**src/rtl/comptest_triad_pkg.sv**
```systemverilog
// Shared definitions for the triad encoder: FSM states, triad geometry and
// the guard-gap length rule.
package comptest_triad_pkg;

   typedef enum logic [2:0] {IDLE, START, STRIP, HALF, GAP} triad_state_e;

   localparam int TRIAD_LEN    = 3;
   localparam int HS_PER_TRIAD = 4;
   localparam int GAP_W        = 5;

   // Gap must cover the decoder persistence, never shorter than min_gap.
   function automatic logic [GAP_W-1:0] gap_load(input logic [3:0]       persist,
                                                 input logic             persist1,
                                                 input logic [GAP_W-1:0] min_gap);
      logic [GAP_W-1:0] need;
      need = persist1 ? GAP_W'(1) : ({1'b0, persist} + GAP_W'(1));
      return (need > min_gap) ? need : min_gap;
   endfunction

endpackage

```
**src/rtl/triad_req_fifo.sv**
```systemverilog
// Small synchronous request FIFO holding 2-bit halfstrip indices in front of
// the triad encoder FSM.
module triad_req_fifo #(
   parameter int DEPTH = 4
) (
   input  logic       clk,
   input  logic       _reset,
   input  logic       push,
   input  logic [1:0] push_data,
   input  logic       pop,
   output logic [1:0] pop_data,
   output logic       full,
   output logic       empty
);

   localparam int AW = (DEPTH > 1) ? $clog2(DEPTH) : 1;

   logic [1:0]    mem_q [DEPTH];
   logic [1:0]    mem_d [DEPTH];
   logic [AW-1:0] wr_ptr_q, wr_ptr_d;
   logic [AW-1:0] rd_ptr_q, rd_ptr_d;
   logic [AW:0]   count_q, count_d;
   logic          do_push, do_pop;

   assign full     = (count_q == (AW+1)'(DEPTH));
   assign empty    = (count_q == '0);
   assign pop_data = mem_q[rd_ptr_q];

   always_comb begin
      mem_d    = mem_q;
      wr_ptr_d = wr_ptr_q;
      rd_ptr_d = rd_ptr_q;
      count_d  = count_q;
      do_push  = push && !full;
      do_pop   = pop && !empty;
      if (do_push) begin
         mem_d[wr_ptr_q] = push_data;
         wr_ptr_d        = wr_ptr_q + AW'(1);
      end
      if (do_pop) begin
         rd_ptr_d = rd_ptr_q + AW'(1);
      end
      case ({do_push, do_pop})
         2'b10:   count_d = count_q + (AW+1)'(1);
         2'b01:   count_d = count_q - (AW+1)'(1);
         default: count_d = count_q;
      endcase
   end

   always_ff @(posedge clk) begin
      if (!_reset) begin
         wr_ptr_q <= '0;
         rd_ptr_q <= '0;
         count_q  <= '0;
      end else begin
         wr_ptr_q <= wr_ptr_d;
         rd_ptr_q <= rd_ptr_d;
         count_q  <= count_d;
      end
   end

   // Storage needs no reset; the pointers define what is valid.
   always_ff @(posedge clk) begin
      mem_q <= mem_d;
   end

endmodule

```
**src/rtl/triad_encoder.sv**
```systemverilog
// Serialises halfstrip requests as start/strip/half triads on one distrip line.
// Define TRIAD_ENCODER_FIFO_EN to queue requests in a FIFO_DEPTH-entry FIFO.
module triad_encoder
   import comptest_triad_pkg::*;
#(
   parameter int MIN_GAP    = 1,
   parameter int CNT_W      = 16,
   parameter int FIFO_DEPTH = 4
) (
   input  logic             clk,
   input  logic             _reset,
   input  logic             hs_valid,
   input  logic [1:0]       hs_index,
   output logic             ready,
   input  logic [3:0]       persist,
   input  logic             persist1,
   output logic             distrip,
   output logic             busy,
   output logic [CNT_W-1:0] sent_cnt
);

   localparam logic [GAP_W-1:0] MIN_GAP_L = GAP_W'(MIN_GAP);

   triad_state_e     state_q, state_d;
   logic [1:0]       idx_q, idx_d;
   logic [GAP_W-1:0] gap_q, gap_d;
   logic             distrip_q, distrip_d;
   logic [CNT_W-1:0] sent_cnt_q, sent_cnt_d;

   logic             req_valid;
   logic [1:0]       req_index;
   logic             req_take;

   assign req_take = (state_q == IDLE) && req_valid;

`ifdef TRIAD_ENCODER_FIFO_EN
   logic fifo_full, fifo_empty;

   assign ready     = !fifo_full && _reset;
   assign req_valid = !fifo_empty;

   triad_req_fifo #(
      .DEPTH(FIFO_DEPTH)
   ) u_req_fifo (
      .clk       (clk),
      ._reset    (_reset),
      .push      (hs_valid && ready),
      .push_data (hs_index),
      .pop       (req_take),
      .pop_data  (req_index),
      .full      (fifo_full),
      .empty     (fifo_empty)
   );
`else
   // Requests arriving while busy are dropped, not queued.
   assign ready     = (state_q == IDLE) && _reset;
   assign req_valid = hs_valid && ready;
   assign req_index = hs_index;
`endif

   assign distrip  = distrip_q;
   assign busy     = (state_q != IDLE);
   assign sent_cnt = sent_cnt_q;

   // distrip_d is the bit belonging to the state being entered.
   always_comb begin
      state_d    = state_q;
      idx_d      = idx_q;
      gap_d      = gap_q;
      distrip_d  = 1'b0;
      sent_cnt_d = sent_cnt_q;
      case (state_q)
         IDLE: begin
            if (req_take) begin
               idx_d     = req_index;
               state_d   = START;
               distrip_d = 1'b1;
            end
         end
         START: begin
            state_d   = STRIP;
            distrip_d = idx_q[1];
         end
         STRIP: begin
            state_d   = HALF;
            distrip_d = idx_q[0];
         end
         HALF: begin
            state_d = GAP;
            gap_d   = gap_load(persist, persist1, MIN_GAP_L);
         end
         GAP: begin
            if (gap_q <= GAP_W'(1)) begin
               state_d = IDLE;
               if (sent_cnt_q != '1) begin
                  sent_cnt_d = sent_cnt_q + CNT_W'(1);
               end
            end else begin
               gap_d = gap_q - GAP_W'(1);
            end
         end
         default: state_d = IDLE;
      endcase
   end

   always_ff @(posedge clk) begin
      if (!_reset) begin
         state_q    <= IDLE;
         idx_q      <= '0;
         gap_q      <= '0;
         distrip_q  <= 1'b0;
         sent_cnt_q <= '0;
      end else begin
         state_q    <= state_d;
         idx_q      <= idx_d;
         gap_q      <= gap_d;
         distrip_q  <= distrip_d;
         sent_cnt_q <= sent_cnt_d;
      end
   end

endmodule
```
**config.mk**
```make
export PLATFORM = sky130hd
export DESIGN_NAME = triad_encoder
export DESIGN_NICKNAME = d
export VERILOG_FILES = /design/src/rtl/comptest_triad_pkg.sv /design/src/rtl/triad_req_fifo.sv /design/src/rtl/triad_encoder.sv
export SDC_FILE = /design/constraint.sdc
export NUM_CORES = 1
export LEC_CHECK = 0
export CORE_UTILIZATION = 51
export CTS_CLUSTER_SIZE = 25
export DETAILED_ROUTE_END_ITERATION = 10
export PLACE_DENSITY = 0.78
export RECOVER_POWER = 100
export SETUP_SLACK_MARGIN = 0.4
export SLEW_MARGIN = 15
export SYNTH_ARGS = -nofsm -noshare
export SYNTH_HDL_FRONTEND = slang
export SYNTH_SLANG_ARGS = --single-unit
```
**constraint.sdc**
```tcl
create_clock -name clk -period 2.6 [get_ports clk]
set_input_delay 0.26 -clock clk [delete_from_list [all_inputs] [get_ports clk]]
set_output_delay 0.26 -clock clk [all_outputs]
set_load 0.03 [all_outputs]
```
* Word-level counts from Yosys, hierarchy flattened
Cells that the tools add are included.
Cells by class: $add $sub $neg 3, magnitude comparators 2, equal/unequal tests 8, mux-type cells 9, reduce and logical (&&, ||, !) cells 10
Operator list (number):
- 16-bit by 1-bit adder with 16-bit output (second input constant) | 1
- 16-bit != test (second input constant) | 1
- 5-bit 2-to-1 mux | 3
- 3-bit one-hot mux with 5 select lines | 1
- 5-bit one-hot mux with 2 select lines | 1
- 3-bit by 2-bit equality test with 1-bit output (second input constant) | 2
- 3-bit 2-to-1 mux | 2
- 2-bit != test (second input constant) | 3
- 2-bit AND reduction | 3
- 4-bit by 1-bit adder with 5-bit output (second input constant) | 1
- 5-bit by 1-bit > comparator with 1-bit output (second input constant) | 1
- 5-bit by 1-bit <= comparator with 1-bit output (second input constant) | 1
- 5-bit by 1-bit subtractor with 5-bit output (second input constant) | 1
- 3-bit by 1-bit equality test with 1-bit output (second input constant) | 1
- 3-bit equality test (second input constant) | 1
- 1-bit logical AND | 3
- 3-bit logical NOT | 1
- 1-bit one-hot mux with 3 select lines | 1
- 3-bit AND reduction | 1
- 3-bit nonzero test | 1
- 2-bit nonzero test | 1
- 1-bit 2-to-1 mux | 1
Word-level totals: flip-flop bits (word level) 27, output and inout port bits 19, word-level logic and storage cells 37

* Depth between registers and ports, before layout
Gate-level depths: netlist (run 1).
depth in word-level cells 6, mapped depth 8, depth with buffers taken out 7

* Worst setup path after synthesis (run 1)
No wires, ideal clock.
path kind reg2reg, from register sent_cnt_q[0] (netlist: sent_cnt[0]), to register sent_cnt_q[7] (netlist: sent_cnt[7]), library setup time 0.128 ns, arrival time 2.002 ns, required time 2.472 ns, setup slack 0.470 ns, stages on the path, launching flop included 7, clock period less this slack 2.130 ns, cell sequence dfxtp_1 -> ha_1 -> nand4_1 -> nor4_1 -> nor3_1 -> xnor2_1 -> nor2_1
On the way: cells in the longest elaborated chain, start to end 2, elaborated cells between the ends (all ways) 3
Ends and longest elaborated chain:
- start, declared | line triad_encoder.sv:28 | logic [CNT_W-1:0] sent_cnt_q, sent_cnt_d;
- start signal, assigned | line triad_encoder.sv:118 | sent_cnt_q <= sent_cnt_d;
- parallel branches: the longest is 2 deep, another holds 16-bit by 1-bit adder with 16-bit output
Several ways; the timed one is not identified. A chain may end at the register's enable or synchronous reset.

* Worst setup path in the final report (run 1)
from register state_q[2], to register sent_cnt_q[14] (netlist: sent_cnt[14])
On the way: cells in the longest elaborated chain, start to end 2
Ends and longest elaborated chain:
- start, declared | line triad_encoder.sv:24 | triad_state_e state_q, state_d;
- start signal, assigned | line triad_encoder.sv:114 | state_q <= state_d;
- 3-bit equality test | line triad_encoder.sv:72 | case (state_q)
- 3-bit AND reduction (no source line)
No other way between the ends.

==> flow_metrics.env, run 1 <==
export IMPL_finalCritPeriodShare_pct=85.72
export IMPL_powerDensity_nw_per_um2=408.8
export IMPL_crit_fanout=9
export IMPL_cts_tree="done"
export IMPL_gp_congestion=0.8661
export IMPL_area_delta_synth_final_pct=20.70
export IMPL_cts_root_buf="clkbuf_4"
export IMPL_cts_setup_buffers=0
export IMPL_end_kind="flip-flop"
export IMPL_critPathLaunch="state_q[2]$_SDFFE_PN0P_"
export IMPL_finalSetupTns_ns=0
export IMPL_rsz0062_at_grt="false"
export IMPL_r2r_start="state_q[2]$_SDFFE_PN0P_"
export IMPL_clk_pin_slew_ns=0.15
export IMPL_fin_skew_ns=0.006846
export IMPL_overflow=0
export IMPL_r2r_slack_ns=0.37
export IMPL_layout_nets=225
export IMPL_io_pins=29
export IMPL_slew_headroom_pct=52.66
export IMPL_grt_pass1_vias=1320
export IMPL_reg2reg_depth=5
export IMPL_dr_first_iter_drc_count=58
export IMPL_grt_max_degree=23
export IMPL_hold_viol_final=0
export IMPL_cp_arrival_ns=2.45
export IMPL_core_area_um2=2781
export IMPL_synthFlopType="dfxtp_1"
export IMPL_die_y_um=56.33
export IMPL_via_per_inst=5.913
export IMPL_io_buffers=28
export IMPL_grt_pass1_wl_um=5885
export IMPL_cap_violations=0
export IMPL_synth_area_um2=1505
export IMPL_firstDrtPassIters=4
export IMPL_fin_crit_ns=2.229
export IMPL_clock_fmax_ghz=0.4487
export IMPL_start_util_pct=54.12
export IMPL_crit_type="reg2reg"
export IMPL_synthArstFlopShare_pct=0
export IMPL_rr_endpoint="sent_cnt[14]$_SDFFE_PN0P_"
export IMPL_die_w_um=56.33
export IMPL_cts_resized=1
export IMPL_p_leak_nw=0.6677
export IMPL_final_cell_mix="dfxtp_1, nor2_1, dlygate4sd3_1, nand2_1, xnor2_1"
export IMPL_utilization_pct=65.32
export IMPL_crit_end="sent_cnt[14]$_SDFFE_PN0P_"
export IMPL_ir_drop_v=0.0002707
export IMPL_numCtsBuffers=3
export IMPL_status="completed"
export IMPL_synth_cells=182
export IMPL_clk_path_buf_depth=2
export IMPL_synth_area_per_cell_um2=8.270
export IMPL_cts_sinks=27
export IMPL_synth_cell_type_count=42
export IMPL_slew_violations=0
export IMPL_yosysSeqAreaShare_pct=35.91
export IMPL_synth_seq_cells=27
export IMPL_dieArea_um2=3173
export IMPL_diodes=0
export IMPL_clock_latency_ns=0.34
export IMPL_syn_num_nets=196
export IMPL_max_slew_worst_pin_slew_ns=0.7093
export IMPL_wl_per_cell_um=14.20
export IMPL_htreeDepth=1
export IMPL_hp_class="in2reg"
export IMPL_cp_data_required_time_ns=2.82
export IMPL_yosysWarnings=0
export IMPL_cp_start_kind="flip-flop"
export IMPL_place_detailed_hpwl_um=2492
export IMPL_drcViolationCount=0
export IMPL_grt_usage_pct=23.39
export IMPL_row_count=19
export IMPL_ctsHoldBuffers=0
export IMPL_ant_nets=0
export IMPL_setup_violations=0
export IMPL_routed_wl_um=3422
export IMPL_antenna_found_initial=0
export IMPL_final_common_cell="dfxtp_1"
export IMPL_synth_enable_flop_cells=0
export IMPL_drive_above_1_share_pct=5.714
export IMPL_dr_total_vias=1425
## state kept, by name (all words and copies together) (netlist names)
| register | cells |
|---|---|
| state_q | 3 |
| distrip | 1 |
| idx_q | 2 |
| sent_cnt | 16 |
| gap_q | 5 |
## Yosys cell counts, drive strengths merged (4+ instances only)
cell type  instances  area [um2]
nand4              7       43.79
buf                4       32.53
ha                 4       50.05
inv                8       30.03
nor2              26       97.59
nand3              8       40.04
a21oi             11       55.05
nor3              11       55.05
o21ai              5       25.02
xnor2             14       122.6
dfxtp             27       540.5
nor3b              4       35.03
nand2             14       52.55
## worst min path at each step
stage / endpoint / slack, ns / depth (start not counted) / start
2_1_floorplan: gap_q[0]$_SDFFE_PN0P_ / 0.40 / 2 / _reset
3_3_place_gp: idx_q[1]$_SDFFE_PN0P_ / 0.50 / 2 / idx_q[1]$_SDFFE_PN0P_
3_5_place_dp: idx_q[0]$_SDFFE_PN0P_ / 0.50 / 2 / idx_q[0]$_SDFFE_PN0P_
4_1_cts: idx_q[0]$_SDFFE_PN0P_ / 0.52 / 3 / hs_index[0]
5_1_grt: idx_q[0]$_SDFFE_PN0P_ / 0.54 / 3 / hs_index[0]
6_report: idx_q[0]$_SDFFE_PN0P_ / 0.52 / 3 / hs_index[0]
## power by group
part / internal [mW] / leakage [nW] / switching (mW)
registers: 0.425 / 0.219 / 0.0151
clock network: 0.0580 / 0.0177 / 0.134
logic: 0.0476 / 0.431 / 0.0636
total: 0.530 / 0.668 / 0.212
## layout make-up
cell class / count / area, um2
clock buffer: 3 / 22.52
inverter: 8 / 30.03
multi-input combinational: 141 / 890.9
fill: 245 / 964.7
sequential: 27 / 540.5
clock inverter: 1 / 5.005
tap: 31 / 38.79
timing repair buffer: 30 / 289.0
## critical path, stage by stage (launching register included)
cell     delay [ns]
dfxtp_1        0.47
or3b_4         0.45
or3_1          0.56
nor4b_1        0.43
xnor2_1        0.16
nor2_1         0.05
## per-stage QoR
| stage | hold slack (ns) | cell area, um2 | total power [mW] | instances | setup slack [ns] |
|---|---|---|---|---|---|
| 6_report | 0.5184 | 1817 | 0.7426 | 241 | 0.3712 |
| 5_1_grt | 0.5352 | 1817 | 0.7700 | 241 | 0.2631 |
| 3_5_place_dp | 0.4953 | 1799 | 0.5634 | 237 | 0.3692 |
| 2_1_floorplan | 0.4017 | 1505 | 0.5223 | 182 | 0.4702 |
| 4_1_cts | 0.5154 | 1832 | 0.7520 | 241 | 0.4837 |
| 3_3_place_gp | 0.4984 | 1799 | 0.5577 | 237 | 0.4517 |
## logic make-up after synthesis
kind of cell	count (synthesis)	share of synthesized area, %
compound gates	29	13.47
xor+xnor	17	9.892
fa+ha+maj	4	3.325
buf+inv	14	4.655
flops	27	35.91
mux	3	1.995
simple gates	88	30.76
## per-layer routing
layer	vias up	global-route usage, %	routed length [um]	share of wire (%)
met5	-	0	0	0
li1	706	-	-	-
met3	15	2.765	176	5.1
met1	654	31.33	1585	46
met4	0	13.24	130	3.8
met2	50	36.56	1529	45
Note: power is estimated with default switching activity, not from simulation.
==> inputs of run 2 (changes only) <==
ABC_AREA = 0   (was unset)
CAP_MARGIN = 10   (was unset)
SLEW_MARGIN = unset   (was 15)
==> results of run 2 <==
Final layout, timing and power as in run 1 (identical DEF).
==> inputs of run 3 (changes only) <==
CAP_MARGIN = unset   (was 10)
==> results of run 3 <==
Final layout, timing and power as in run 1 (identical DEF).
